===== src/rtl/regalu_mc.sv =====
// rtl/regalu_mc.sv - multi-cycle execute unit: register file, ALU, shift-add multiplier
// Non-MUL ops complete in one cycle; MUL iterates one multiplier bit per cycle.
module regalu_mc #(
  parameter int DATA_WIDTH = 32,
  parameter int ADDR_WIDTH = 5,
  parameter int A0_INDEX   = 10
) (
  input  logic                  clk,
  input  logic                  rst,
  input  logic                  issue_valid,
  output logic                  issue_ready,
  input  logic [ADDR_WIDTH-1:0] rs1,
  input  logic [ADDR_WIDTH-1:0] rs2,
  input  logic [ADDR_WIDTH-1:0] rd,
  input  logic                  reg_write,
  input  logic                  alu_src,
  input  logic [3:0]            alu_ctrl,
  input  logic [DATA_WIDTH-1:0] imm_op,
  output logic [DATA_WIDTH-1:0] result,
  output logic                  result_valid,
  output logic                  eq,
  output logic                  busy,
  output logic [DATA_WIDTH-1:0] a0
);

  localparam int SHW  = $clog2(DATA_WIDTH);
  localparam int NREG = 1 << ADDR_WIDTH;
  localparam logic [ADDR_WIDTH-1:0] A0_ADDR  = ADDR_WIDTH'(A0_INDEX);
  localparam logic [SHW-1:0]        LAST_CNT = SHW'(DATA_WIDTH - 1);

  typedef enum logic {S_IDLE, S_MUL} state_t;

  state_t                r_state;
  logic [DATA_WIDTH-1:0] r_regs [NREG];
  logic [DATA_WIDTH-1:0] r_mcand;
  logic [DATA_WIDTH-1:0] r_mplier;
  logic [DATA_WIDTH-1:0] r_acc;
  logic [SHW-1:0]        r_count;
  logic [ADDR_WIDTH-1:0] r_rd;
  logic                  r_we;

  logic [DATA_WIDTH-1:0] w_op1;
  logic [DATA_WIDTH-1:0] w_rd2;
  logic [DATA_WIDTH-1:0] w_op2;
  logic [DATA_WIDTH-1:0] w_alu;
  logic [DATA_WIDTH-1:0] w_acc_next;
  logic [SHW-1:0]        w_shamt;
  logic                  w_accept;
  logic                  w_is_mul;

  assign w_op1    = (rs1 == '0) ? '0 : r_regs[rs1];
  assign w_rd2    = (rs2 == '0) ? '0 : r_regs[rs2];
  assign w_op2    = alu_src ? imm_op : w_rd2;
  assign w_shamt  = w_op2[SHW-1:0];
  assign w_is_mul = (alu_ctrl == 4'b1010);

  assign issue_ready = (r_state == S_IDLE) && !rst;
  assign w_accept    = issue_valid && issue_ready;
  assign busy        = (r_state == S_MUL);
  assign a0          = r_regs[A0_ADDR];

  assign w_acc_next = r_mplier[0] ? (r_acc + r_mcand) : r_acc;

  always_comb begin
    w_alu = '0;
    case (alu_ctrl)
      4'b0000: w_alu = w_op1 + w_op2;
      4'b0001: w_alu = w_op1 - w_op2;
      4'b0010: w_alu = w_op1 & w_op2;
      4'b0011: w_alu = w_op1 | w_op2;
      4'b0100: w_alu = w_op1 ^ w_op2;
      4'b0101: w_alu = w_op1 << w_shamt;
      4'b0110: w_alu = w_op1 >> w_shamt;
      4'b0111: w_alu = DATA_WIDTH'($signed(w_op1) >>> w_shamt);
      4'b1000: w_alu = {{(DATA_WIDTH-1){1'b0}}, $signed(w_op1) < $signed(w_op2)};
      4'b1001: w_alu = {{(DATA_WIDTH-1){1'b0}}, w_op1 < w_op2};
      default: w_alu = '0;
    endcase
  end

  always_ff @(posedge clk) begin
    if (rst) begin
      r_state      <= S_IDLE;
      result       <= '0;
      result_valid <= 1'b0;
      eq           <= 1'b0;
      r_mcand      <= '0;
      r_mplier     <= '0;
      r_acc        <= '0;
      r_count      <= '0;
      r_rd         <= '0;
      r_we         <= 1'b0;
      for (int i = 0; i < NREG; i++) r_regs[i] <= '0;
    end else begin
      result_valid <= 1'b0;
      case (r_state)
        S_IDLE: begin
          if (w_accept) begin
            eq <= (w_op1 == w_op2);
            if (w_is_mul) begin
              r_mcand  <= w_op1;
              r_mplier <= w_op2;
              r_acc    <= '0;
              r_count  <= '0;
              r_rd     <= rd;
              r_we     <= reg_write;
              r_state  <= S_MUL;
            end else begin
              result       <= w_alu;
              result_valid <= 1'b1;
              if (reg_write && (rd != '0)) r_regs[rd] <= w_alu;
            end
          end
        end
        S_MUL: begin
          r_acc    <= w_acc_next;
          r_mcand  <= r_mcand << 1;
          r_mplier <= r_mplier >> 1;
          r_count  <= r_count + 1'b1;
          // Last multiplier bit: the accumulated sum is the final product.
          if (r_count == LAST_CNT) begin
            result       <= w_acc_next;
            result_valid <= 1'b1;
            if (r_we && (r_rd != '0)) r_regs[r_rd] <= w_acc_next;
            r_state <= S_IDLE;
          end
        end
        default: r_state <= S_IDLE;
      endcase
    end
  end

endmodule


===== config.mk =====
export PLATFORM = sky130hd
export DESIGN_NAME = regalu_mc
export DESIGN_NICKNAME = d
export VERILOG_FILES = /design/src/rtl/regalu_mc.sv
export SDC_FILE = /design/constraint.sdc
export NUM_CORES = 2
export LEC_CHECK = 0
export BUFFER_PORTS_ARGS = -buffer_cell sky130_fd_sc_hd__buf_2
export CAP_MARGIN = 20
export CORE_ASPECT_RATIO = 2
export CORE_MARGIN = 2
export CORE_UTILIZATION = 60
export CTS_CLUSTER_SIZE = 40
export DETAILED_ROUTE_END_ITERATION = 16
export PLACE_DENSITY_LB_ADDON = 0.12
export SLEW_MARGIN = 20
export SYNTH_ARGS = -nofsm -noshare
export SYNTH_HDL_FRONTEND = slang
export SYNTH_SLANG_ARGS = --single-unit

===== constraint.sdc =====
create_clock -name clk -period 12.73 [get_ports clk]
set_input_delay 3.819 -clock clk [delete_from_list [all_inputs] [get_ports clk]]
set_output_delay 3.819 -clock clk [all_outputs]
set_load 0.01 [all_outputs]

==> reports/results.ini <==
[status]
status = completed

[synthesis]
async_flop_share_pct = 0
synth_area_um2 = 70680
synth_flop_cell = edfxtp_1
yosys.area.top_type = edfxtp_1
synth_top_area_share_pct = 43.51
synth_cells = 6472
ys_seq_area_share_pct = 47.53
synth_area_leaders = edfxtp_1 (44%), mux4_2 (10%), nor2_1 (6.7%)
synth_warnings = 0
yosys.cell_types.count = 105
synthTopCellsByCount = nor2_1 (1265), edfxtp_1 (1024), a21oi_1 (410), mux2i_1 (383), nand2_1 (383)
synth_edf_count = 1024
syn_avg_cell_area_um2 = 10.92
yosysMostFrequentCell = nor2_1
ys_seq_elements = 1166

[detailed_routing]
avgRoutedWirePerCell_um = 39.09
drtIter0Drc = 10670
vias = 62120
ant_nets = 0
dr.pass1.iters = 14
avgViaCountPerCell = 7.756
drt-total-wl_um = 313100
drc = 0

[floorplanning]
io_pins = 124
die_height_um = 489.4
core-area_um2 = 117100
dieArea_um2 = 120700
start_util_pct = 60.33
num_rows = 178
die_x_um = 246.7

[layout]
final-seq-area_um2 = 33600
finalNonFillerCells = 8010
fillers = 8972
fin_nets = 6580
multi_input_area_um2 = 34320
areaGrowthSynthToFinish_pct = 8.453
drive_gt1_share_pct = 17.96

[global_route]
grt_max_degree = 73
track_usage_pct = 51.39
grt-ovfl-total = 0
grt_pass1_wl_um = 434000
antenna_found_initial = 16
grt_pass1_vias = 59330

[power]
leakage_nw = 27.96
power_density_nw_per_um2 = 133.4
max-vdd-ir-drop_mv = 0.1385
total_power_mw = 10.23

[critical_path]
cp-start-kind = input port
cp_data_required_time_ps = 13160
cp.arrival_ps = 11580
crit_fanout = 41
worstSetupPathType = in -> reg
ff2ff_setup_slack_ps = 5480
end_kind = register

[sta]
drv_slew = 0
period_minus_slack_ps = 11150
hold_viol = 0
worstMarginPinSlew_ps = 1356
rsz0062_at_grt = no
finalCritPeriodShare_pct = 87.59
fin_worst_skew_ps = 76.73
tns_ps = 0
slew_headroom_pct = 8.814
fmax_mhz = 89.68
setup_violations = 0

[place]
dpl.cell_count = 7813
hpwl_um = 204200
gp_congestion = 1.069
port_buffers = 123

[clocking]
clkTransAtPathRegs_ps = 70
clk-insertion-delay-late_ps = 780
cts_tree = done
cts_buffers = 101
cts.sinks = 1166
cts_setup_buffers = 0
cts_resized = 0
clockBufferDepth = 3
hold_buffers = 0
cts-htree-levels = 3
cts-root-buf = clkbuf_16

[worst_hold_path]
hp-class = reg -> reg

[run]
maxCapViolations = 0

## per-stage QoR
stage / setup slack, ps / hold WS, ps / utilization (%) / cell area [um2]
final: 1579 / 466.9 / 65.43 / 76650
after floorplan: 2724 / 439.6 / - / 70790
after CTS: 2109 / 469.1 / 65.37 / 76580
after detailed placement: 1388 / 453.3 / 62.43 / 73130
after global routing: 1492 / 499.3 / 65.42 / 76640
after global placement: 1197 / 438.2 / 62.43 / 73130
## flip-flops by register name, indices dropped and copies added (netlist names)
| register | count |
|---|---|
| busy | 1 |
| eq | 1 |
| r_acc | 32 |
| r_count | 5 |
| r_mcand | 32 |
| r_mplier | 32 |
| r_rd | 5 |
| r_regs | 1024 |
| r_we | 1 |
| result | 32 |
| result_valid | 1 |
## metal layers
metal / part of all wire [%] / wire length (um) / GRT usage, % / up-vias
met2: 42 / 132400 / 73.36 / 6159
met3: 15 / 47090 / 15.48 / 1561
met1: 32 / 99750 / 63.44 / 30020
met4: 11 / 33740 / 44.29 / 16
li1: - / - / - / 24370
met5: 0.035 / 111 / 0 / -
## final timing paths
check / start / endpoint / cells after the start
max: rs1[2] / r_regs[20][31] / 21
min reg2reg: result[27] / result[27] / 2
max reg2reg: r_regs[27][3] / r_regs[1][19] / 16
min: result[27] / result[27] / 2
## final cells by class
class                      count  share of cell area (%)
antenna                        5                 0.01632
clock buffer                 125                   3.537
clock inverter                64                  0.9598
inverter                     123                  0.6023
multi-input combinational   4604                   44.77
sequential                  1166                   43.83
tap                         1530                   2.497
timing repair buffer         393                   3.789
## cell families after synthesis
logic type	Yosys count	synth area share, %
adders and majority gates	135	2.422
buffers and inverters	733	4.771
AOI/OAI and AO/OA	1511	14.88
muxes	835	17.75
and+or+nand+nor	2053	12.18
other	1	0.005306
DFF	1166	47.53
xor gates and xnor gates	38	0.4709
## power breakdown
part	internal [mW]	leakage, nW	switching [mW]	total [mW]
registers	4.28	11.7	0.0801	4.36
logic	0.720	14.5	1.86	2.58
clock network	1.77	1.68	1.52	3.29
## critical path, cell delays in order
cell and delay, ps:
buf_4 570, or3_2 940, o21ai_0 180, or3_1 510
o211ai_1 430, or2_0 400, inv_1 130, ha_1 500
nor2_1 130, a221oi_1 510, o31ai_1 220, a31oi_1 580
a2111oi_0 220, buf_4 200, o41ai_1 560, a21oi_1 270
nand2_1 150, mux2_2 390, nor4b_4 380, buf_12 240
a21oi_1 120
## cells in the final DEF (no fill, tap or decap), drive strengths merged, types with 90 or more instances in the layout
cell and n:
a21oi 412, o21ai 188, o22ai 90, edfxtp 1024
dfxtp 142, nand3 106, mux2i 384, ha 132
inv 127, buf 393, nand2 383, clkbuf 125
mux4 320, mux2 131, o221ai 108, nor2 1266
(Power assumes the default switching activity.)
